===== src/rtl/ann_neuron_mac.sv =====
// rtl/ann_neuron_mac.sv - single-neuron signed 8x8 MAC with bias, rescale, ReLU and saturation
module ann_neuron_mac #(
    parameter int N_INPUTS = 4,
    parameter int ACC_W    = 20,
    parameter int SHIFT    = 4
) (
    input  logic              clk,
    input  logic              rst,
    input  logic              in_valid,
    output logic              in_ready,
    input  logic signed [7:0] x_in,
    input  logic signed [7:0] w_in,
    input  logic              bias_load,
    input  logic signed [7:0] bias_in,
    output logic              out_valid,
    input  logic              out_ready,
    output logic [7:0]        y_out,
    output logic              busy
);

    localparam int CNT_W = (N_INPUTS > 1) ? $clog2(N_INPUTS) : 1;
    localparam logic [CNT_W-1:0] LAST = CNT_W'(N_INPUTS - 1);

    typedef enum logic [1:0] {
        ACCUM  = 2'd0,
        FINAL  = 2'd1,
        OUTPUT = 2'd2
    } state_t;

    state_t                   state;
    logic signed [ACC_W-1:0]  acc;
    logic        [CNT_W-1:0]  count;
    logic signed [7:0]        bias;

    logic signed [15:0]       product;
    logic signed [ACC_W-1:0]  product_ext;
    logic signed [ACC_W-1:0]  bias_ext;
    logic signed [ACC_W-1:0]  biased;
    logic signed [ACC_W-1:0]  scaled;
    logic        [7:0]        activation;

    assign product     = x_in * w_in;
    assign product_ext = {{(ACC_W-16){product[15]}}, product};

    // Bias is pre-scaled so that after the shift it lands in activation units.
    assign bias_ext    = {{(ACC_W-8){bias[7]}}, bias};
    assign biased      = acc + (bias_ext <<< SHIFT);
    assign scaled      = biased >>> SHIFT;

    always_comb begin
        activation = 8'd0;
        if (scaled[ACC_W-1])
            activation = 8'd0;
        else if (|scaled[ACC_W-2:7])
            activation = 8'd127;
        else
            activation = {1'b0, scaled[6:0]};
    end

    assign in_ready = (state == ACCUM);
    assign busy     = (state != ACCUM) || (count != '0);

    always_ff @(posedge clk) begin
        if (rst) begin
            state     <= ACCUM;
            acc       <= '0;
            count     <= '0;
            bias      <= '0;
            out_valid <= 1'b0;
            y_out     <= 8'd0;
        end else begin
            // Bias update is independent of the state; FINAL reads the old value.
            if (bias_load)
                bias <= bias_in;

            case (state)
                ACCUM: begin
                    if (in_valid) begin
                        acc <= acc + product_ext;
                        if (count == LAST) begin
                            count <= '0;
                            state <= FINAL;
                        end else begin
                            count <= count + 1'b1;
                        end
                    end
                end
                FINAL: begin
                    y_out     <= activation;
                    out_valid <= 1'b1;
                    state     <= OUTPUT;
                end
                OUTPUT: begin
                    if (out_ready) begin
                        out_valid <= 1'b0;
                        acc       <= '0;
                        state     <= ACCUM;
                    end
                end
                default: begin
                    state <= ACCUM;
                end
            endcase
        end
    end

endmodule


===== config.mk =====
export PLATFORM = sky130hd
export DESIGN_NAME = ann_neuron_mac
export DESIGN_NICKNAME = d
export VERILOG_FILES = /design/src/rtl/ann_neuron_mac.sv
export SDC_FILE = /design/constraint.sdc
export NUM_CORES = 1
export LEC_CHECK = 0
export ABC_AREA = 1
export BUFFER_PORTS_ARGS = -buffer_cell sky130_fd_sc_hd__buf_2
export CELL_PAD_IN_SITES_DETAIL_PLACEMENT = 0
export CELL_PAD_IN_SITES_GLOBAL_PLACEMENT = 1
export CORE_ASPECT_RATIO = 1.25
export CORE_MARGIN = 2
export CORE_UTILIZATION = 41
export DETAILED_ROUTE_END_ITERATION = 12
export GPL_TIMING_DRIVEN = 0
export PLACE_DENSITY_LB_ADDON = 0.1
export SLEW_MARGIN = 30
export SYNTH_ARGS = -nofsm -noshare
export SYNTH_HDL_FRONTEND = slang
export SYNTH_SLANG_ARGS = --single-unit

===== constraint.sdc =====
create_clock -name clk -period 5.8 [get_ports clk]
set_input_delay 0.58 -clock clk [delete_from_list [all_inputs] [get_ports clk]]
set_output_delay 0.58 -clock clk [all_outputs]
set_load 0.03 [all_outputs]

* Word level (Yosys, flattened, before mapping)
Cells that the tools add are included.
** Storage, ports and cells
- Bits in registers :: 41
- Input bits :: 29
- Word-level logic and storage cells :: 39
** Cells by class
- Add/sub/neg operators :: 3
- Multiply operators :: 1
- Equality and inequality tests :: 6
- Muxes and demuxes :: 12
- Reduce and logical (&&, ||, !) cells :: 11
** Operator list (number)
- 20-bit 2-to-1 mux :: 2
- 20-bit case mux with 2 select lines :: 1
- 20-bit by 12-bit adder with 20-bit output :: 1
- 20-bit by 16-bit adder with 20-bit output :: 1
- 8-bit by 8-bit multiplier with 16-bit output :: 1
- 9-bit OR reduction :: 1
- 2-bit 2-to-1 mux :: 4
- 8-bit 2-to-1 mux :: 1
- 2-bit nonzero test :: 4
- 7-bit 2-to-1 mux :: 1
- 2-bit case mux with 3 select lines :: 1
- 3-bit AND reduction :: 2
- 2-bit == test (second input constant) :: 2
- 2-bit inequality test (second input constant) :: 2
- 2-bit AND reduction :: 2
- 2-bit by 1-bit adder with 2-bit output (second input constant) :: 1
- 2-bit by 1-bit == test with 1-bit output (second input constant) :: 1
- 2-bit logical NOT :: 1
- 2-bit by 1-bit inequality test with 1-bit output (second input constant) :: 1
- 1-bit case mux with 2 select lines :: 1
- 1-bit logical OR :: 1
- 1-bit 2-to-1 mux :: 1

* Longest topological paths before layout
Gate-level depths: netlist of the first run.
- Word-level depth :: 4
- Gate-level depth with buffers :: 25

* Least setup slack after synthesis of the first run
Ideal clock, no wire load.
- Kind :: input -> register
- Start :: in w_in[7]
- End :: reg acc[14]
- Library setup time :: 0.132 ns
- Arrival :: 4.823 ns
- Required time :: 5.668 ns
- Path slack :: 0.845 ns
- Stages on the path :: 20
- Buffers on the path :: 0
- Cells stage by stage :: clkinv_1 > or2_2 > fa_1 > fa_1 > inv_1 > fa_1 > fa_1 > fa_1 > ha_1 > inv_1 > o21ai_2 > nand2_1 > nand2_1 > inv_2 > o21ai_1 > nand2_1 > nand2_1 > nand2_1 > nand3_1 > a21oi_1
** On the way
- Longest elaborated chain between the ends :: 4
** RTL lines
- start, declared :: line 12 : input logic signed [7:0] w_in,
- 8-bit by 8-bit multiplier with 16-bit output :: line 42 : assign product = x_in * w_in;
- 20-bit by 16-bit adder with 20-bit output :: line 79 : acc <= acc + product_ext;
- 20-bit 2-to-1 mux :: line 78 : if (in_valid) begin
- 20-bit case mux with 2 select lines :: line 76 : case (state)
- end signal, assigned :: line 79
- end, declared :: line 31 : logic signed [ACC_W-1:0] acc;
No other way between the ends. The select of a mux whose other input is x is not followed.
A chain may end at the register's enable or synchronous reset.

* Worst setup path after layout of the first run
- Start :: in x_in[7]
- End :: reg acc[18]
** On the way
- Longest elaborated chain between the ends :: 4
** RTL lines
- start, declared :: line 11 : input logic signed [7:0] x_in,
- 8-bit by 8-bit multiplier with 16-bit output :: line 42
- 20-bit by 16-bit adder with 20-bit output :: line 79
- 20-bit 2-to-1 mux :: line 78
- 20-bit case mux with 2 select lines :: line 76
No other way between the ends. The select of a mux whose other input is x is not followed.

==> reports/results.tsv, run 1 <==
metric	value	unit
core	0.0150	sq mm
drive_gt1_frac	0.0805	
clock_latency	280	ps
rows	50	
synth_cells	828	
cp_max_fo	12	
yosysSeqAreaShare	0.128	
cp_data_required_time	5930	ps
grt_overflow	0	
post_cts_buffers	0	
reg2reg_depth	19	
cts_buffers	5	
cts_resized	0	
grt_use_total	0.185	
routed_wl	14100	um
wl_per_cell	13.5	um
synth-xor-area-share	0.0197	
yosysWarningCount	0	
die_y	142	um
num_antenna_cells	0	
place_congestion	0.876	
relSlewSlack	0.518	
routed_via_density	4.80	
finalHoldViolCount	0	
nFillCells	1548	
synthFlopType	dfxtp_1	
tns	0	ps
end_kind	register	
dr.pass1.iters	4	
numPortBuffers	21	
r2r_start	acc[6]$_SDFFE_PP0P_	
dieArea	0.0162	sq mm
drtIter0Drc	150	
path_class	in -> reg	
grt_pass1_wl	24400	um
worstMarginPinSlew	723	ps
synth_fa_ha_area_frac	0.412	
grt_max_degree	14	
slowest_stage	inv_1	
pwr_density_cell	541	mW/mm^2
hold_start	acc[3]$_SDFFE_PP0P_	
start_kind	input pin	
finalCriticalPeriod	5300	ps
syn_area	0.00624	sq mm
hold_class	reg -> reg	
root_buffer	clkbuf_16	
period_share	0.914	
synthDistinctLibCells	45	
cts.sinks	40	
synth_most_common_cell	nand2_1	
skew	7.93	ps
areaGrowthSynthToFinish	8.19	%
synthTopCellsByArea	fa_1, nand2_1, dfxtp_1, ha_1, inv_1	
synth_edf_count	0	
synth.avg_cell_area	7.53	sq um
ant_nets	0	
synth_async_sr_flop_share	0	
max_freq	189	MHz
setup_viol	0	
synth_top_cell_by_area	fa_1	
synthMuxAreaShare	0	
die_x	114	um
path_buf_inv	4	
grt_pass1_vias	5262	
placed_cells	1031	
r2r_end	acc[18]$_SDFFE_PP0P_	
antenna_found_initial	0	
hold_end	acc[3]$_SDFFE_PP0P_	
r2r_setup_slack	1230	ps
cp_slowest_stage_delay	560	ps
maxSlewViolCount	0	
drv_cap	0	
synth_common_cells	nand2_1, inv_1, fa_1	
yosys.area_share.simple	0.219	
cp_cell_sequence	clkbuf_1, nand2_1, inv_1, fa_1, inv_1, fa_1, fa_1, inv_1, fa_1, ha_1, ha_1, nand2_1, nor3_1, nand4_1, o21ai_0, a21oi_1, o21ai_0, a21oi_1	
synth_compound_area_frac	0.0907	
status	completed	
leakage	3.69	nW
io_pins	40	
start_util	0.417	
hpwl	12700	um
path_common_cell	fa_1	
crit_family	adder cells	
rsz0062_at_grt	false	
synth_top_family_by_area	adder cells	
whs	463	ps
ir_worst_vdd	0.000246	V
clk_pin_slew_worst_paths	60	ps
cts_hold_buf	0	
ys_ff_latch	40	
cts_max_path_buffers	2	
stdcell_count	1039	
cts_tree	done	
htree_levels	2	
synth_nets	1009	
yosysTopAreaCellShare	0.286	
nets	1037	
hold_depth	2	
drc	0	
crit_arrival	5430	ps
route.vias.total	4992	
-- worst max-delay path by stage --
stage,from,end,slack (ps),cells past startpoint
global placement,x_in[7],acc[18]$_SDFFE_PP0P_,240,18
finish,x_in[7],acc[18]$_SDFFE_PP0P_,500,18
global route,x_in[7],acc[18]$_SDFFE_PP0P_,140,18
floorplan,w_in[7],acc[14]$_SDFFE_PP0P_,840,20
CTS,x_in[7],acc[18]$_SDFFE_PP0P_,430,18
detailed placement,x_in[7],acc[18]$_SDFFE_PP0P_,150,18
-- metal layers --
layer	vias up	track usage	share of wire
li1	2579	-	-
met1	2359	0.222	0.42
met2	41	0.356	0.55
met3	13	0.0132	0.013
met4	0	0.0449	0.014
met5	-	0	0
-- cell type report --
cell class,instances,area (sq um),area share
Multi-Input combinational cell,574,4630,0.686
Sequential cell,40,801,0.119
Inverter,191,717,0.106
Tap cell,182,228,0.0338
Clock buffer,6,139,0.0206
Timing Repair Buffer,21,105,0.0156
Buffer,23,91.3,0.0135
Clock inverter,2,38.8,0.00575
-- cell families after synthesis --
family / after synthesis
AOI/OAI and AO/OA: 97
buffers and inverters: 214
xor gates and xnor gates: 14
adders and majority gates: 152
other: 1
and+or+nand+nor: 310
DFF: 40
-- flip-flops by register name, summed over array words and instances, names as in the netlist --
name,flops
acc,20
out_valid,1
count,2
state,2
y_out,7
bias,8
-- per-stage QoR --
step	utilization	power, mW	setup slack [ps]	area (sq um)
5_1_grt	0.451	4.13	143	6750
6_report	0.451	3.65	499	6750
3_3_place_gp	0.439	3.32	242	6570
4_1_cts	0.451	3.70	426	6750
3_5_place_dp	0.439	3.34	149	6570
2_1_floorplan	-	2.66	845	6240
-- report_power, final --
group	leakage, nW	switching [mW]	internal (mW)	total (mW)
Sequential	0.328	0.0578	0.325	0.383
Clock	0.0871	0.111	0.215	0.326
Combinational	3.27	1.80	1.13	2.94
Total	3.69	1.97	1.68	3.65
-- placed cells by master (no fill, tap or decap), types with 20 or more instances in the layout --
master and count:
nand2_1 215, ha_1 63, buf_2 22, fa_1 89
inv_1 179, a21oi_1 58, nand3_1 24, dfxtp_1 40
clkbuf_1 20, nor2_1 27
-- worst reg2reg max path: stages, from the launching register on --
cell and delay [ps]:
dfxtp_1 410, inv_1 90, fa_1 530, inv_1 50, fa_1 500, inv_1 50, fa_1 480, inv_1 60
fa_1 440, fa_1 450, ha_1 340, inv_1 60, o21ai_2 200, nand2_1 70, nand2_1 110, inv_2 50
o21ai_0 230, a21oi_1 90, o21ai_0 130, a21oi_1 100
Note: power is estimated with default switching activity, not from simulation.
==> run 2, diff against run 1 <==
CELL_PAD_IN_SITES_DETAIL_PLACEMENT = 1   (was 0)
SKIP_LAST_GASP = 1   (was default)
==> reports/results.tsv, run 2 (synthesis gave the netlist of run 1 again) <==
metric	value	unit	change
wl_per_cell	15.3	um	+13%
ant_nets	0		unchanged
nets	1037		unchanged
dieArea	0.0162	sq mm	unchanged
clk_pin_slew_worst_paths	60	ps	about the same
start_kind	input pin		
cp_slowest_stage_delay	570	ps	about the same
io_pins	40		unchanged
swShare	0.548		+0.00745
hpwl	14300	um	+13%
core	0.0150	sq mm	unchanged
reg.largest.list	acc: 20 flops, bias: 8 flops, y_out: 7 flops		
drive_gt1_frac	0.0805		unchanged
crit_start	x_in[7]		
die_x	114	um	unchanged
cp_cell_sequence	clkbuf_1, nand2_1, inv_1, fa_1, inv_1, fa_1, fa_1, inv_1, fa_1, ha_1, ha_1, nand2_1, nor3_1, nand4_1, o21ai_0, a21oi_1, o21ai_0, a21oi_1		
crit_arrival	5450	ps	+20 ps
worstMarginPinSlew	726	ps	+3.14 ps
r2r_end	acc[14]$_SDFFE_PP0P_		
place_congestion	0.876		unchanged
cts_max_path_buffers	2		unchanged
stdcell_count	1039		unchanged
start_util	0.417		unchanged
grt_pass1_wl	27400	um	+12%
num_antenna_cells	0		unchanged
routed_wl	15900	um	+13%
p_seq_frac	0.103		-0.002
total_power	3.73	mW	+2.2%
relSlewSlack	0.516		-0.00209
cts_buffers	5		unchanged
slowest_stage	inv_1		
grt_max_degree	14		unchanged
drtIter0Drc	139		-7.3%
grt_overflow	0		unchanged
hold_class	reg -> reg		
clock_latency	290	ps	about the same
reg2reg_depth	23		+4
rows	50		unchanged
numPortBuffers	21		unchanged
htree_levels	2		unchanged
die_y	142	um	unchanged
period_share	0.915		about the same
cts.sinks	40		unchanged
cts_hold_buf	0		unchanged
leakage	3.69	nW	unchanged
largest_register	acc		
setup_viol	0		unchanged
drv_cap	0		unchanged
p_switching	2.04	mW	+3.6%
post_cts_buffers	0		unchanged
tns	0	ps	unchanged
cp_data_required_time	5940	ps	about the same
cts_resized	0		unchanged
areaGrowthSynthToFinish	8.19	%	unchanged
dr.pass1.iters	5		+1
route.vias.total	5288		+5.9%
path_class	in -> reg		
final_util	0.451		unchanged
routed_via_density	5.09		+5.9%
layout_commonest_cell	nand2_1		
max_freq	188	MHz	about the same
antenna_found_initial	0		unchanged
intPower	1.68	mW	+0.50%
final_cell_mix	nand2_1, inv_1, fa_1, ha_1, a21oi_1		
ir_worst_vdd	0.000279	V	+13%
p_clk_frac	0.088		about the same
grt_use_total	0.210		+0.0247
pwr_density_cell	552	mW/mm^2	+2.2%
cts_tree	done		
grt_pass1_vias	5837		+11%
r2r_setup_slack	1190	ps	-40 ps
status	completed		
rsz0062_at_grt	false		
finalCriticalPeriod	5310	ps	+4.43 ps
placed_cells	1031		unchanged
path_common_cell	fa_1		
power.share.combinational	0.809		+0.003
maxSlewViolCount	0		unchanged
drc	0		unchanged
skew	5.08	ps	-2.84 ps
endpoint	acc[18]$_SDFFE_PP0P_		
finalHoldViolCount	0		unchanged
end_kind	register		
r2r_start	acc[4]$_SDFFE_PP0P_		
largest_register_ffs	20		unchanged
root_buffer	clkbuf_16		
cp_max_fo	12		unchanged
==> run 2: final cells by class <==
type,instances,area [sq um]
clock inverters,2,38.8
plain buffers,23,91.3
fillers,1903,8210
inverters,191,717
well taps,182,228
clock buffers,6,139
flip-flops and latches,40,801
multi-input cells,574,4630
repair buffers,21,105
==> run 2: worst min-delay path by stage <==
stage | start | to | slack (ps) | cells after the start
floorplan | acc[1]$_SDFFE_PP0P_ | acc[1]$_SDFFE_PP0P_ | 440 | 2
detailed placement | acc[1]$_SDFFE_PP0P_ | acc[1]$_SDFFE_PP0P_ | 460 | 2
global placement | out_valid$_SDFFE_PP0P_ | out_valid$_SDFFE_PP0P_ | 450 | 2
CTS | acc[1]$_SDFFE_PP0P_ | acc[1]$_SDFFE_PP0P_ | 470 | 2
finish | acc[1]$_SDFFE_PP0P_ | acc[1]$_SDFFE_PP0P_ | 470 | 2
global route | bias[2]$_SDFFE_PP0P_ | bias[2]$_SDFFE_PP0P_ | 480 | 2
==> run 2: metal layers <==
metal	global-route usage	up-vias	share of wire
li1	-	2576	-
met1	0.235	2642	0.40
met2	0.423	51	0.57
met3	0.0120	19	0.013
met4	0.0539	0	0.023
met5	0	-	0
==> run 2: power by group through the flow <==
stage | Clock, mW | Sequential, mW | Combinational (mW)
floorplan | 0 | 0.365 | 2.29
global placement | 0 | 0.392 | 2.93
detailed placement | 0 | 0.392 | 3.03
CTS | 0.337 | 0.386 | 3.06
global route | 0.350 | 0.390 | 3.50
finish | 0.329 | 0.384 | 3.01
==> run 2: critical path, delay by kind of cell <==
family	cells	cell delay [ps]
fa+ha+maj	6	2640
buf+inv	4	1010
simple gates	4	670
compound gates	4	550
==> run 2: stage by stage <==
| step | setup WS, ps | hold slack, ps | cell area (sq um) |
|---|---|---|---|
| 2_1_floorplan | 845 | 440 | 6240 |
| 3_3_place_gp | 242 | 451 | 6570 |
| 3_5_place_dp | 137 | 463 | 6570 |
| 4_1_cts | 410 | 472 | 6750 |
| 5_1_grt | 66.5 | 481 | 6750 |
| 6_report | 495 | 471 | 6750 |
==> run 3, diff against run 2 <==
PLACE_DENSITY = 0.84   (was default)
PLACE_DENSITY_LB_ADDON = default   (was 0.1)
==> reports/results.tsv, run 3 (synthesis gave the netlist of run 1 again) <==
metric	value	unit	change
status	completed		
intPower	1.69	mW	+0.35%
clk_pin_slew_worst_paths	60	ps	about the same
cts_tree	done		
p_clk_frac	0.085		-0.003
swShare	0.553		+0.00482
rows	50		unchanged
reg.largest.list	acc: 20 flops, bias: 8 flops, y_out: 7 flops		
crit_arrival	5460	ps	about the same
p_seq_frac	0.101		-0.002
place_congestion	0.828		-5.4%
cp_max_fo	12		unchanged
dr.pass1.iters	4		-1
max_freq	188	MHz	-0.13%
setup_viol	0		unchanged
largest_register	acc		
io_pins	40		unchanged
route.vias.total	5316		+0.53%
p_switching	2.09	mW	+2.3%
period_share	0.916		+0.00118
cp_data_required_time	5950	ps	about the same
skew	8.28	ps	+3.19 ps
whs	474	ps	+3.26 ps
nFillCells	1920		+0.89%
pwr_density_cell	560	mW/mm^2	+1.5%
drive_gt1_frac	0.0817		+0.00117
ant_nets	0		unchanged
end_kind	register		
nets	1037		unchanged
maxSlewViolCount	0		unchanged
drv_cap	0		unchanged
grt_pass1_wl	27900	um	+1.7%
r2r_end	acc[14]$_SDFFE_PP0P_		
path_class	in -> reg		
hpwl	14100	um	-1.6%
core	0.0150	sq mm	unchanged
grt_overflow	0		unchanged
cts.sinks	40		unchanged
dieArea	0.0162	sq mm	unchanged
root_buffer	clkbuf_16		
num_antenna_cells	0		unchanged
final_cell_mix	nand2_1, inv_1, fa_1, ha_1, a21oi_1		
tns	0	ps	unchanged
layout_commonest_cell	nand2_1		
relSlewSlack	0.529		+0.0132
grt_use_total	0.214		+0.00366
clock_latency	290	ps	about the same
drc	0		unchanged
hold_class	reg -> reg		
hold_depth	2		unchanged
routed_via_density	5.12		+0.53%
hold_start	y_out[2]$_SDFFE_PP0P_		
cts_buffers	5		unchanged
areaGrowthSynthToFinish	8.17	%	about the same
r2r_start	acc[6]$_SDFFE_PP0P_		
r2r_setup_slack	1140	ps	-50 ps
leakage	3.68	nW	-0.29%
routed_wl	16200	um	+2.1%
start_util	0.417		unchanged
cts_hold_buf	0		unchanged
grt_max_degree	15		+1
rsz0062_at_grt	false		
htree_levels	2		unchanged
ir_worst_vdd	0.000291	V	+4.1%
start_kind	input pin		
worstMarginPinSlew	707	ps	-19.0 ps
wl_per_cell	15.6	um	+2.1%
largest_register_ffs	20		unchanged
die_x	114	um	unchanged
grt_pass1_vias	6084		+4.2%
die_y	142	um	unchanged
drtIter0Drc	185		+33%
numPortBuffers	21		unchanged
finalHoldViolCount	0		unchanged
reg2reg_depth	21		-8.7%
hold_end	y_out[2]$_SDFFE_PP0P_		
antenna_found_initial	0		unchanged
power.share.combinational	0.815		+0.006
cts_max_path_buffers	2		unchanged
finalCriticalPeriod	5310	ps	+6.83 ps
run 3: routing by layer:
layer,GRT usage,wire length [um],vias up
met4,0.0603,434,0
met3,0.0201,349,33
met1,0.233,6120,2645
li1,-,-,2573
met5,0,0,-
met2,0.430,9340,65
run 3: cell type report:
class | count | area (sq um) | share of cell area
multi-input combinational | 574 | 4630 | 0.686
sequential | 40 | 801 | 0.119
inverter | 191 | 721 | 0.107
tap | 182 | 228 | 0.0338
clock buffer | 5 | 125 | 0.0185
timing repair buffer | 21 | 105 | 0.0156
buffer | 23 | 91.3 | 0.0135
clock inverter | 3 | 47.5 | 0.00705
run 3: worst max-delay path: stages:
cell and delay (ps):
clkbuf_1 210, nand2_1 220, clkinvlp_4 380, fa_1 630, inv_1 50, fa_1 530, inv_1 60, fa_1 480
fa_1 500, ha_1 310, ha_1 360, a21oi_1 280, o21ai_0 150, a221oi_1 380, nand3_1 130, nand3_1 130
a21oi_1 80
run 3: per-stage QoR:
step	area, sq um	total power, mW	utilization	cells	worst slack (ps)
detailed placement	6570	3.47	0.439	1031	83.8
floorplan	6240	2.66	-	828	845
finish	6750	3.78	0.451	1039	488
global placement	6570	3.27	0.439	1031	239
global route	6750	4.27	0.451	1039	46.0
CTS	6740	3.81	0.451	1039	386
run 3: worst max-delay path by stage:
| stage | start | end | slack [ps] | cells past startpoint |
|---|---|---|---|---|
| 2_1_floorplan | w_in[7] | acc[14]$_SDFFE_PP0P_ | 840 | 20 |
| 4_1_cts | x_in[7] | acc[18]$_SDFFE_PP0P_ | 390 | 18 |
| 5_1_grt | x_in[7] | acc[19]$_SDFFE_PP0P_ | 50 | 20 |
| 3_5_place_dp | x_in[7] | acc[18]$_SDFFE_PP0P_ | 80 | 18 |
| 6_report | x_in[7] | acc[17]$_SDFFE_PP0P_ | 490 | 17 |
| 3_3_place_gp | x_in[7] | acc[18]$_SDFFE_PP0P_ | 240 | 18 |
run 3: power by group through the flow:
stage	sequential [mW]	clock, mW	combinational (mW)
final	0.381	0.320	3.08
after global routing	0.389	0.332	3.55
after CTS	0.382	0.323	3.11
after detailed placement	0.387	0	3.08
after global placement	0.387	0	2.88
after floorplan	0.365	0	2.29
run 3: timing repair:
item / 4_1_cts / 5_1_grt
buffers inserted: 0 / 0
setup endpoints to repair: 0 / 1
resized for setup: 0 / 1
